### src/rtl/bcm_plane_shifter.sv
// bcm_plane_shifter: responder side of the BCM plane handshake. For each bit-plane
// of a row it blanks the panel, shifts COLUMNS pixels into the column drivers,
// latches, unblanks and starts (out_INIT) or resumes (out_CONTINUE) the BCM timer.
// Optional feature macro: BLANK_GUARD_EN inserts GUARD_CYCLES blanked cycles
// between the latch strobe and the unblank.
// All outputs are registered: they are computed from the next state and loaded
// on the same edge as the state register.
module bcm_plane_shifter #(
  parameter int COLUMNS      = 64,
  parameter int PLANES       = 4,
  parameter int ADDR_WIDTH   = 6,
  parameter int GUARD_CYCLES = 2
) (
  input  logic                  clk,
  input  logic                  rst,
  input  logic                  in_START,
  input  logic                  in_NEXT_PLANE,
  input  logic                  in_FINISH,
  output logic                  out_INIT,
  output logic                  out_CONTINUE,
  output logic [ADDR_WIDTH-1:0] out_ADDR,
  input  logic [3*PLANES-1:0]   in_DATA,
  output logic                  out_R,
  output logic                  out_G,
  output logic                  out_B,
  output logic                  out_SCLK,
  output logic                  out_LATCH,
  output logic                  out_OE_n,
  output logic                  out_BUSY,
  output logic                  out_DONE
);

  localparam int PW = (PLANES > 1) ? $clog2(PLANES) : 1;

  typedef enum logic [3:0] {
    IDLE, FETCH1, FETCH2, SH_LO, SH_HI, LATCH, GUARD, ARM,
    DISPLAY, BLANK, TAIL, WAIT_FIN, DONE
  } state_t;

  state_t                state_q, state_d;
  logic [ADDR_WIDTH-1:0] c_q, c_d, c_inc;
  logic [PW-1:0]         p_q, p_d;
  logic [ADDR_WIDTH-1:0] addr_q, addr_d;
  logic                  r_q, r_d, g_q, g_d, b_q, b_d;
  logic                  sclk_q, sclk_d, latch_q, latch_d, oe_n_q, oe_n_d;
  logic                  init_q, init_d, cont_q, cont_d;
  logic                  busy_q, busy_d, done_q, done_d;
  logic [PLANES-1:0]     r_planes, g_planes, b_planes;

`ifdef BLANK_GUARD_EN
  localparam int GW = (GUARD_CYCLES > 1) ? $clog2(GUARD_CYCLES) : 1;
  logic [GW-1:0] gcnt_q, gcnt_d;
`endif

  assign r_planes = in_DATA[3*PLANES-1 -: PLANES];
  assign g_planes = in_DATA[2*PLANES-1 -: PLANES];
  assign b_planes = in_DATA[PLANES-1:0];
  assign c_inc    = c_q + ADDR_WIDTH'(1);

  // Next-state logic plus the registered-output values for the state being entered.
  always_comb begin
    state_d = state_q;
    c_d     = c_q;
    p_d     = p_q;
    addr_d  = addr_q;
    r_d     = r_q;
    g_d     = g_q;
    b_d     = b_q;
`ifdef BLANK_GUARD_EN
    gcnt_d  = gcnt_q;
`endif
    case (state_q)
      IDLE: if (in_START) begin
        state_d = FETCH1;
        c_d     = '0;
        addr_d  = '0;
      end
      FETCH1: state_d = FETCH2;
      // in_DATA now holds column 0; prefetch column 1 while it is shifted out.
      FETCH2: begin
        state_d = SH_LO;
        c_d     = '0;
        addr_d  = ADDR_WIDTH'(1);
        r_d     = r_planes[p_q];
        g_d     = g_planes[p_q];
        b_d     = b_planes[p_q];
      end
      SH_LO: state_d = SH_HI;
      SH_HI: begin
        if (c_q == ADDR_WIDTH'(COLUMNS - 1)) begin
          state_d = LATCH;
        end else begin
          state_d = SH_LO;
          c_d     = c_inc;
          addr_d  = c_inc + ADDR_WIDTH'(1);
          r_d     = r_planes[p_q];
          g_d     = g_planes[p_q];
          b_d     = b_planes[p_q];
        end
      end
`ifdef BLANK_GUARD_EN
      LATCH: begin
        state_d = GUARD;
        gcnt_d  = '0;
      end
      GUARD: begin
        if (gcnt_q == GW'(GUARD_CYCLES - 1)) state_d = ARM;
        else                                  gcnt_d  = gcnt_q + GW'(1);
      end
`else
      LATCH: state_d = ARM;
      GUARD: state_d = ARM;
`endif
      ARM: state_d = DISPLAY;
      // NEXT_PLANE wins over FINISH here simply because FINISH is not looked at.
      DISPLAY: if (in_NEXT_PLANE) begin
        if (p_q == PW'(PLANES - 1)) begin
          state_d = BLANK;
        end else begin
          state_d = FETCH1;
          p_d     = p_q + PW'(1);
          c_d     = '0;
          addr_d  = '0;
        end
      end
      BLANK:    state_d = TAIL;
      TAIL:     state_d = WAIT_FIN;
      WAIT_FIN: if (in_FINISH) state_d = DONE;
      DONE: begin
        state_d = IDLE;
        p_d     = '0;
      end
      default:  state_d = IDLE;
    endcase

    sclk_d  = (state_d == SH_HI);
    latch_d = (state_d == LATCH);
    oe_n_d  = !((state_d == ARM) || (state_d == DISPLAY));
    init_d  = (state_d == ARM) && (p_d == '0);
    cont_d  = ((state_d == ARM) && (p_d != '0)) || (state_d == TAIL);
    busy_d  = (state_d != IDLE);
    done_d  = (state_d == DONE);
  end

  // State, counters and all output registers; reset blanks the panel at once.
  always_ff @(posedge clk or negedge rst) begin
    if (!rst) begin
      state_q <= IDLE;
      c_q     <= '0;
      p_q     <= '0;
      addr_q  <= '0;
      r_q     <= 1'b0;
      g_q     <= 1'b0;
      b_q     <= 1'b0;
      sclk_q  <= 1'b0;
      latch_q <= 1'b0;
      oe_n_q  <= 1'b1;
      init_q  <= 1'b0;
      cont_q  <= 1'b0;
      busy_q  <= 1'b0;
      done_q  <= 1'b0;
    end else begin
      state_q <= state_d;
      c_q     <= c_d;
      p_q     <= p_d;
      addr_q  <= addr_d;
      r_q     <= r_d;
      g_q     <= g_d;
      b_q     <= b_d;
      sclk_q  <= sclk_d;
      latch_q <= latch_d;
      oe_n_q  <= oe_n_d;
      init_q  <= init_d;
      cont_q  <= cont_d;
      busy_q  <= busy_d;
      done_q  <= done_d;
    end
  end

`ifdef BLANK_GUARD_EN
  // Guard-interval counter.
  always_ff @(posedge clk or negedge rst) begin
    if (!rst) gcnt_q <= '0;
    else      gcnt_q <= gcnt_d;
  end
`endif

  assign out_INIT     = init_q;
  assign out_CONTINUE = cont_q;
  assign out_ADDR     = addr_q;
  assign out_R        = r_q;
  assign out_G        = g_q;
  assign out_B        = b_q;
  assign out_SCLK     = sclk_q;
  assign out_LATCH    = latch_q;
  assign out_OE_n     = oe_n_q;
  assign out_BUSY     = busy_q;
  assign out_DONE     = done_q;

endmodule

### config.mk
export PLATFORM = sky130hd
export DESIGN_NAME = bcm_plane_shifter
export DESIGN_NICKNAME = d
export VERILOG_FILES = /design/src/rtl/bcm_plane_shifter.sv
export SDC_FILE = /design/constraint.sdc
export NUM_CORES = 1
export LEC_CHECK = 0
export CORE_UTILIZATION = 30
export DETAILED_ROUTE_END_ITERATION = 8
export PLACE_DENSITY = 0.5
export SYNTH_ARGS = -nofsm -noshare
export SYNTH_HDL_FRONTEND = slang
export SYNTH_SLANG_ARGS = --single-unit
### constraint.sdc
create_clock -name clk -period 4.2 [get_ports clk]
set_input_delay 0.42 -clock clk [delete_from_list [all_inputs] [get_ports clk]]
set_output_delay 0.42 -clock clk [all_outputs]
set_load 0.005 [all_outputs]
==> impl_metrics.env, run 1 <==
export IMPL_status="complete, no violations"
export IMPL_ctsHoldBuffers=0
export IMPL_met3_usage_pct=2.19
export IMPL_design_core_area_um2=4850
export IMPL_io_pins=33
export IMPL_gp_congestion=0.814
export IMPL_synth_async_reset_ratio_pct=100
export IMPL_syn_area_per_cell_um2=10.6
export IMPL_crit_family="simple AND/OR/NAND/NOR gates"
export IMPL_clockRootBuffer="clkbuf_8"
export IMPL_clock_fmax_mhz=442
export IMPL_cts_max_level=1
export IMPL_maxCapViolCount=0
export IMPL_met1_usage_pct=18.3
export IMPL_synth_area_leaders="dfrtp_1, mux4_2, mux2_2, xor2_1, nand2_1"
export IMPL_syn_inst=145
export IMPL_wirelength_mm=3.41
export IMPL_num_vias=1225
export IMPL_synth_main_ff_cell="dfrtp_1"
export IMPL_switching_share_pct=38.1
export IMPL_antenna_found_initial=0
export IMPL_antenna_cells=0
export IMPL_routedWlPerCell_um=14.3
export IMPL_worstMarginPinSlew_ns=0.742
export IMPL_grt_pass1_vias=1177
export IMPL_cts_buffers=3
export IMPL_die_h_um=73.7
export IMPL_combPwrFrac_pct=42.4
export IMPL_post_route_cell_area_um2=1950
export IMPL_setup_viol=0
export IMPL_cts_tree="yes"
export IMPL_final_net_count=192
export IMPL_hold_class="flip-flop to flip-flop"
export IMPL_cts_setup_buffers=0
export IMPL_cts_buffer_depth=2
export IMPL_ant_nets=0
export IMPL_hold_ws_ns=0.495
export IMPL_hold_violations=0
export IMPL_ys_warn_count=0
export IMPL_setup_tns_final_ns=0
export IMPL_synth_area_um2=1540
export IMPL_critPathKind="flip-flop to flip-flop"
export IMPL_start_util_pct=31.8
export IMPL_power_density_nw_per_um2=578
export IMPL_fin_ws_ns=1.94
export IMPL_cp_slowest_cell="dfrtp_1"
export IMPL_cts_resized_gates=0
export IMPL_synth_top_cell_area_share_pct=43.8
export IMPL_syn2layout_area_growth_pct=26.3
export IMPL_die_w_um=73.7
export IMPL_critPathBufInv=0
export IMPL_num_rows=25
export IMPL_arrival_ns=2.42
export IMPL_viasPerCell=5.13
export IMPL_cp_slowest_stage_delay_ns=0.71
export IMPL_slew_viol_final=0
export IMPL_cp_start_kind="flip-flop"
export IMPL_synth_largest_area_cell="dfrtp_1"
export IMPL_cp_end_kind="flip-flop"
export IMPL_clk_pin_slew_ns=0.09
export IMPL_cts_sinks=28
export IMPL_hp_start="out_ADDR[5]"
export IMPL_switchingPower_uw=430
export IMPL_dp_hpwl_mm=2.50
export IMPL_syn_num_nets=164
export IMPL_slew_headroom_pct=50.4
export IMPL_p_int_uw=698
export IMPL_grt_pass1_wl_mm=5.71
export IMPL_yosysUniqueCellTypes=45
export IMPL_final_layout_size_suffix_gt1_share_pct=12.8
export IMPL_placed_area_um2=1900
export IMPL_critPathLaunch="state_q[3]"
export IMPL_cp_max_fo=20
export IMPL_required_ns=4.36
export IMPL_clk_latency_ns=0.27
export IMPL_max_vdd_ir_drop_mv=0.293
export IMPL_overflow=0
export IMPL_cp_cell_sequence="nor2b_1 > nand2_4 > nor2_2 > or4_4 > a211o_2"
export IMPL_period_share_pct=53.9
export IMPL_rsz0062_at_grt="no"
export IMPL_busiest_layer="met2"
export IMPL_synth_edf_count=0
export IMPL_layout_min_cycle_time_ns=2.26
export IMPL_synth_seq_cells=28
export IMPL_yosysSeqAreaShare_pct=45.5
export IMPL_dr_pass1_iters=4
export IMPL_finClkSkew_ns=0.00397
export IMPL_grt_usage_pct=13.8
export IMPL_portBuffers=32
export IMPL_place_ws_ns=1.91
export IMPL_power_frac_clock_pct=14.7
export IMPL_design_die_area_um2=5440
export IMPL_seqPwrFrac_pct=42.9
export IMPL_regToRegStartpoint="state_q[3]"
export IMPL_drc=0
export IMPL_grt_max_degree=29
export IMPL_p_leak_nw=0.787
export IMPL_met2_usage_pct=23.3
export IMPL_dr_first_iter_drc_count=96
-- through the flow --
| step | cells | power (mW) | util (%) |
|---|---|---|---|
| floorplan | 145 | 0.807 | - |
| global placement | 235 | 0.967 | 39.1 |
| detailed placement | 235 | 0.969 | 39.1 |
| CTS | 239 | 1.14 | 40.2 |
| global route | 239 | 1.22 | 40.2 |
| finish | 239 | 1.13 | 40.2 |
-- area by class of cell --
type,instances,area [µm²]
Sequential cell,28,702
Multi-Input combinational cell,105,774
Clock buffer,4,55.1
Inverter,2,7.51
Tap cell,67,83.8
Fill cell,487,2900
Timing Repair Buffer,33,328
-- cell usage after synthesis, drive strengths merged, types with 5 or more instances --
cell / number
nand2: 12
nand3: 5
nor2b: 5
xor2: 6
a21oi: 8
nor3: 6
dfrtp: 27
a22o: 5
buf: 7
mux2: 5
nor2: 9
-- sequential cells by signal, summed over array words and instances (netlist names) --
signal and cells:
c_q 6, out_ADDR 6, state_q 4, p_q 2
out_B 1, out_BUSY 1, out_CONTINUE 1, out_DONE 1
out_G 1, out_INIT 1, out_LATCH 1, out_OE_n 1
out_R 1, out_SCLK 1
-- final timing paths --
path,end,slack [ns],cells after the start
max reg2reg,c_q[2],1.94,5
min in group asynchronous,out_ADDR[2],0.52,2
max,c_q[2],1.94,5
min,out_ADDR[5],0.49,1
min reg2reg,out_ADDR[5],0.49,1
max in group asynchronous,out_OE_n,3.36,2
-- layout by cell type, fill, tap and decap left out, types with 2 or more instances in the layout --
| cell | instances |
|---|---|
| a22o_1 | 4 |
| nor3b_1 | 2 |
| nand2_1 | 11 |
| clkdlybuf4s50_1 | 32 |
| a31oi_1 | 4 |
| xnor2_1 | 4 |
| inv_1 | 2 |
| o21ai_0 | 4 |
| nand3_1 | 4 |
| o2bb2ai_1 | 4 |
| mux2_2 | 5 |
| xor2_1 | 6 |
| nor3_1 | 6 |
| a21oi_1 | 8 |
| clkbuf_8 | 4 |
| nor2_1 | 8 |
| nand2b_1 | 3 |
| mux4_2 | 3 |
| or3_1 | 3 |
| dfrtp_1 | 27 |
| ha_1 | 2 |
| nor2b_1 | 5 |
-- layer usage --
layer / wire [µm] / vias up
li1: - / 582
met1: 1540 / 610
met2: 1740 / 29
met3: 103 / 4
met4: 25 / 0
met5: 0 / -
-- kinds of logic (layout without fill, tap and decap cells) --
group / count (synthesis) / in the layout / share of synthesized area (%)
AO/OA/AOI/OAI: 34 / 34 / 15.6
buffers and inverters: 12 / 39 / 4.38
adder cells (fa/ha/maj): 2 / 2 / 1.62
AND/OR/NAND/NOR: 50 / 50 / 18.6
XOR/XNOR: 10 / 10 / 5.67
multiplexers: 9 / 9 / 8.67
flip-flops: 28 / 28 / 45.5
-- power groups by stage --
| stage | sequential [mW] | clock, mW | combinational [mW] |
|---|---|---|---|
| 2_1_floorplan | 0.399 | 0 | 0.409 |
| 3_3_place_gp | 0.486 | 0 | 0.481 |
| 3_5_place_dp | 0.487 | 0 | 0.482 |
| 4_1_cts | 0.484 | 0.172 | 0.484 |
| 5_1_grt | 0.503 | 0.186 | 0.530 |
| 6_report | 0.484 | 0.166 | 0.478 |
(Power assumes the default switching activity.)
==> run 2, diff against run 1 <==
- clock period: 4.2 -> 2.2 ns (I/O delays scaled with it)
==> run 2 against run 1 <==
Highest routed layer is now met3; via count hardly changed; design area is 4.4% higher; register-to-register slack worse by 1.7 ns; largest cell class unchanged.
==> impl_metrics.env, run 2 (synthesized netlist as in run 1, its figures left out) <==
export IMPL_die_h_um=73.7
export IMPL_cp_start_kind="flip-flop"
export IMPL_required_ns=2.37
export IMPL_cp_max_fo=12
export IMPL_final_layout_size_suffix_gt1_share_pct=18.6
export IMPL_final_net_count=203
export IMPL_hold_violations=0
export IMPL_cts_sinks=28
export IMPL_worstMarginPinSlew_ns=0.404
export IMPL_ant_nets=0
export IMPL_gp_congestion=0.785
export IMPL_viasPerCell=4.90
export IMPL_fillers=485
export IMPL_grt_usage_pct=14.0
export IMPL_cts_buffer_depth=2
export IMPL_die_w_um=73.7
export IMPL_hold_class="primary input to asynchronous set/reset pin"
export IMPL_drc=0
export IMPL_layout_commonest_cell="clkdlybuf4s50_1"
export IMPL_critPathKind="flip-flop to flip-flop"
export IMPL_mostFrequentLayoutCells="clkdlybuf4s50_1, dfrtp_1, buf_4"
export IMPL_wirelength_mm=3.40
export IMPL_grt_max_degree=29
export IMPL_dr_first_iter_drc_count=55
export IMPL_p_leak_nw=0.840
export IMPL_cts_tree="yes"
export IMPL_slew_viol_final=0
export IMPL_power_density_nw_per_um2=1120
export IMPL_overflow=0
export IMPL_cp_end_kind="flip-flop"
export IMPL_clk_latency_ns=0.27
export IMPL_dp_hpwl_mm=2.54
export IMPL_portBuffers=32
export IMPL_num_rows=25
export IMPL_cts_setup_buffers=0
export IMPL_arrival_ns=2.13
export IMPL_dr_pass1_iters=4
export IMPL_setup_tns_final_ns=0
export IMPL_io_pins=33
export IMPL_max_vdd_ir_drop_mv=0.602
export IMPL_clockRootBuffer="clkbuf_8"
export IMPL_finClkSkew_ns=0.00303
export IMPL_grt_pass1_wl_mm=5.87
export IMPL_setup_viol=0
export IMPL_hold_ws_ns=0.319
export IMPL_num_vias=1226
export IMPL_clk_pin_slew_ns=0.10
export IMPL_antenna_found_initial=0
export IMPL_layout_min_cycle_time_ns=1.96
export IMPL_cts_buffers=3
export IMPL_clock_fmax_mhz=509
export IMPL_rsz0062_at_grt="no"
export IMPL_status="complete, no violations"
export IMPL_maxCapViolCount=0
export IMPL_period_share_pct=89.3
export IMPL_syn2layout_area_growth_pct=31.8
export IMPL_start_util_pct=31.8
export IMPL_antenna_cells=0
export IMPL_grt_pass1_vias=1237
export IMPL_routedWlPerCell_um=13.6
export IMPL_slew_headroom_pct=72.9
export IMPL_design_core_area_um2=4850
export IMPL_design_die_area_um2=5440
export IMPL_cts_max_level=1
run 2: cell count changes in the layout (fill, tap and decap cells not counted):
cell | before | now
buf_4 | 1 | 12
ha_1 | 2 | 1
ha_2 | 0 | 1
run 2: what timing repair did:
item                       4_1_cts  5_1_grt
hold buffers                     0        0
gates resized for setup          0        1
setup endpoints to repair        0        1
run 2: where the power goes:
part / switching, mW / internal, mW / total [mW] / leakage, nW
clock: 0.161 / 0.160 / 0.322 / 0.0288
combinational: 0.575 / 0.607 / 1.18 / 0.448
sequential: 0.108 / 0.665 / 0.774 / 0.363
total: 0.844 / 1.43 / 2.28 / 0.840
run 2: worst max-delay path: stages, from the launching register on:
cell	delay (ns)
dfrtp_1	0.47
ha_2	0.28
nand3_4	0.10
nor2_2	0.05
or4_4	0.60
a211o_2	0.36
run 2: final cells by class:
class	count	area, µm²	area share [%]
Inverter	2	7.51	0.369
Clock buffer	4	55.1	2.70
Tap cell	67	83.8	4.12
Timing Repair Buffer	44	410	20.2
Sequential cell	28	702	34.5
Multi-Input combinational cell	105	777	38.2
run 2: layer usage:
layer	track usage, %	up-vias	wire length (µm)
li1	-	602	-
met1	17.8	604	1590
met2	25.1	20	1730
met3	2.88	0	88
met4	1.92	0	0
met5	0	-	0
run 2: path summary, 6_finish.rpt:
| kind | cells past startpoint | slack (ns) | end | from |
|---|---|---|---|---|
| min in group clk | 1 | 0.50 | out_ADDR[5] | out_ADDR[5] |
| max | 5 | 0.24 | c_q[2] | c_q[0] |
| min | 2 | 0.32 | out_LATCH | rst |
| min reg2reg | 1 | 0.50 | out_ADDR[5] | out_ADDR[5] |
| max in group asynchronous | 2 | 1.58 | out_OE_n | rst |
| max reg2reg | 5 | 0.24 | c_q[2] | c_q[0] |
run 2: metrics by stage:
stage	instances	instance area (µm²)	setup WS [ns]	utilization, %	power, mW
CTS	250	2030	0.126	41.9	2.31
detailed placement	246	1980	0.136	40.8	1.97
floorplan	145	1540	0.262	-	1.54
global placement	246	1980	0.176	40.8	1.97
finish	250	2040	0.236	42.0	2.28
global route	250	2040	0.0701	42.0	2.46
==> run 3, diff against run 2 <==
- CORE_UTILIZATION: 30 -> 50
- PLACE_DENSITY: 0.5 -> 0.77
==> run 3 against run 2 <==
The run now ends with design-rule violations left; cell count shrank 15%; non-clock buffer count is 2 lower; worst setup slack worse by 0.093 ns; die area decreased by 39%; hold slack got worse by 0.083 ns; total power hardly changed; register-to-register slack got worse by 0.09 ns; critical path depth rose by 1; clock skew increased by 0.0013 ns; routed wire length shrank 0.24%; global-route usage rose by 9.5 points; sequential share of layout area increased by 1.1 points; critical endpoint is now out_ADDR[5].
==> impl_metrics.env, run 3 (synthesized netlist as in run 1, its figures left out) <==
export IMPL_status="finished with violations"
export IMPL_violations="design-rule violations"
export IMPL_portBuffers=32
export IMPL_wirelength_mm=3.40
export IMPL_cts_setup_buffers=0
export IMPL_grt_pass1_wl_mm=5.90
export IMPL_setup_tns_final_ns=0
export IMPL_cts_resized_gates=0
export IMPL_max_vdd_ir_drop_mv=0.694
export IMPL_viasPerCell=5.98
export IMPL_dr_pass1_iters=6
export IMPL_start_util_pct=54.6
export IMPL_die_h_um=57.6
export IMPL_drc=5
export IMPL_ctsHoldBuffers=0
export IMPL_fillers=220
export IMPL_cp_end_kind="flip-flop"
export IMPL_cts_sinks=28
export IMPL_clk_latency_ns=0.34
export IMPL_slew_headroom_pct=71.2
export IMPL_cts_buffer_depth=2
export IMPL_reg2reg_setup_slack_ns=0.14
export IMPL_rr_worst_depth=6
export IMPL_regToRegStartpoint="c_q[0]"
export IMPL_die_w_um=57.6
export IMPL_worstMarginPinSlew_ns=0.430
export IMPL_critPathKind="flip-flop to flip-flop"
export IMPL_power_density_nw_per_um2=1150
export IMPL_cts_tree="yes"
export IMPL_dr_first_iter_drc_count=52
export IMPL_cp_cell_sequence="inv_1 > ha_1 > nor3_1 > nand2_1 > or3_1 > a32o_1"
export IMPL_syn2layout_area_growth_pct=27.8
export IMPL_io_pins=33
export IMPL_required_ns=2.45
export IMPL_r2r_end="out_ADDR[5]"
export IMPL_final_net_count=201
export IMPL_final_layout_size_suffix_gt1_share_pct=17.7
export IMPL_multi_input_area_um2=777
export IMPL_num_rows=19
export IMPL_critPathLaunch="c_q[0]"
export IMPL_antenna_cells=0
export IMPL_antenna_found_initial=0
export IMPL_seq_area_um2=702
export IMPL_clock_fmax_mhz=486
export IMPL_arrival_ns=2.31
export IMPL_design_die_area_um2=3310
export IMPL_clk_pin_slew_ns=0.15
export IMPL_gp_congestion=0.824
export IMPL_slew_viol_final=0
export IMPL_routedWlPerCell_um=16.0
export IMPL_finClkSkew_ns=0.00433
export IMPL_p_total_mw=2.28
export IMPL_dp_hpwl_mm=2.47
export IMPL_stdcell_count=212
export IMPL_hold_ws_ns=0.236
export IMPL_cp_max_fo=7
export IMPL_cp_start_kind="flip-flop"
export IMPL_layout_min_cycle_time_ns=2.06
export IMPL_cp_slowest_cell="dfrtp_1"
export IMPL_grt_max_degree=29
export IMPL_mostFrequentLayoutCells="clkdlybuf4s50_1, dfrtp_1, nand2_1"
export IMPL_grt_pass1_vias=1289
export IMPL_cp_slowest_stage_delay_ns=0.51
export IMPL_design_core_area_um2=2830
export IMPL_place_inst=208
export IMPL_setup_viol=0
export IMPL_rsz0062_at_grt="no"
export IMPL_grt_usage_pct=23.5
export IMPL_hold_violations=0
export IMPL_ant_nets=0
export IMPL_period_share_pct=93.5
export IMPL_maxCapViolCount=0
export IMPL_overflow=0
export IMPL_layout_commonest_cell="clkdlybuf4s50_1"
export IMPL_hold_class="primary input to asynchronous set/reset pin"
export IMPL_cts_buffers=3
export IMPL_p_leak_nw=0.829
export IMPL_num_vias=1267
export IMPL_cts_max_level=1
export IMPL_clockRootBuffer="clkbuf_4"
==> run 3: per-stage QoR <==
stage               cell area [µm²]  worst slack, ns  utilization [%]
CTS                            1970           0.0986             69.7
global route                   1970           0.0117             69.7
floorplan                      1540            0.262                -
global placement               1920            0.197             67.8
detailed placement             1920            0.134             67.8
finish                         1970            0.143             69.7
==> run 3: critical path, delay by kind of cell, from the launching register on <==
family                     cells  cell delay (ns)
and+or+nand+nor                3             0.75
DFF                            1             0.51
adders and majority gates      1             0.35
AOI/OAI and AO/OA              1             0.25
buffers and inverters          1             0.11
==> run 3: cell type report <==
cell class | count | share of cell area (%)
Clock buffer | 3 | 1.14
Clock inverter | 1 | 1.52
Inverter | 2 | 0.380
Multi-Input combinational cell | 105 | 39.4
Sequential cell | 28 | 35.6
Tap cell | 31 | 1.97
Timing Repair Buffer | 42 | 20.0
==> run 3: metal layers <==
layer	vias up	GRT usage (%)	routed length, µm
met2	42	38.9	1590
met3	9	3.40	195
met4	0	11.1	84
li1	595	-	-
met1	621	30.5	1520
met5	-	0	0
==> run 3: power breakdown <==
group	switching, mW	total (mW)	leakage (nW)	internal, mW
Combinational	0.537	1.12	0.438	0.586
Sequential	0.150	0.813	0.363	0.663
Clock	0.156	0.341	0.0279	0.185
==> run 3: how the worst max path moves through the flow <==
stage               cells past startpoint  slack (ns)     endpoint
floorplan                               7        0.26       c_q[0]
global placement                        6        0.20       c_q[2]
detailed placement                      5        0.13       c_q[2]
CTS                                     6         0.1  out_ADDR[5]
global route                            6        0.01  out_ADDR[5]
finish                                  6        0.14  out_ADDR[5]
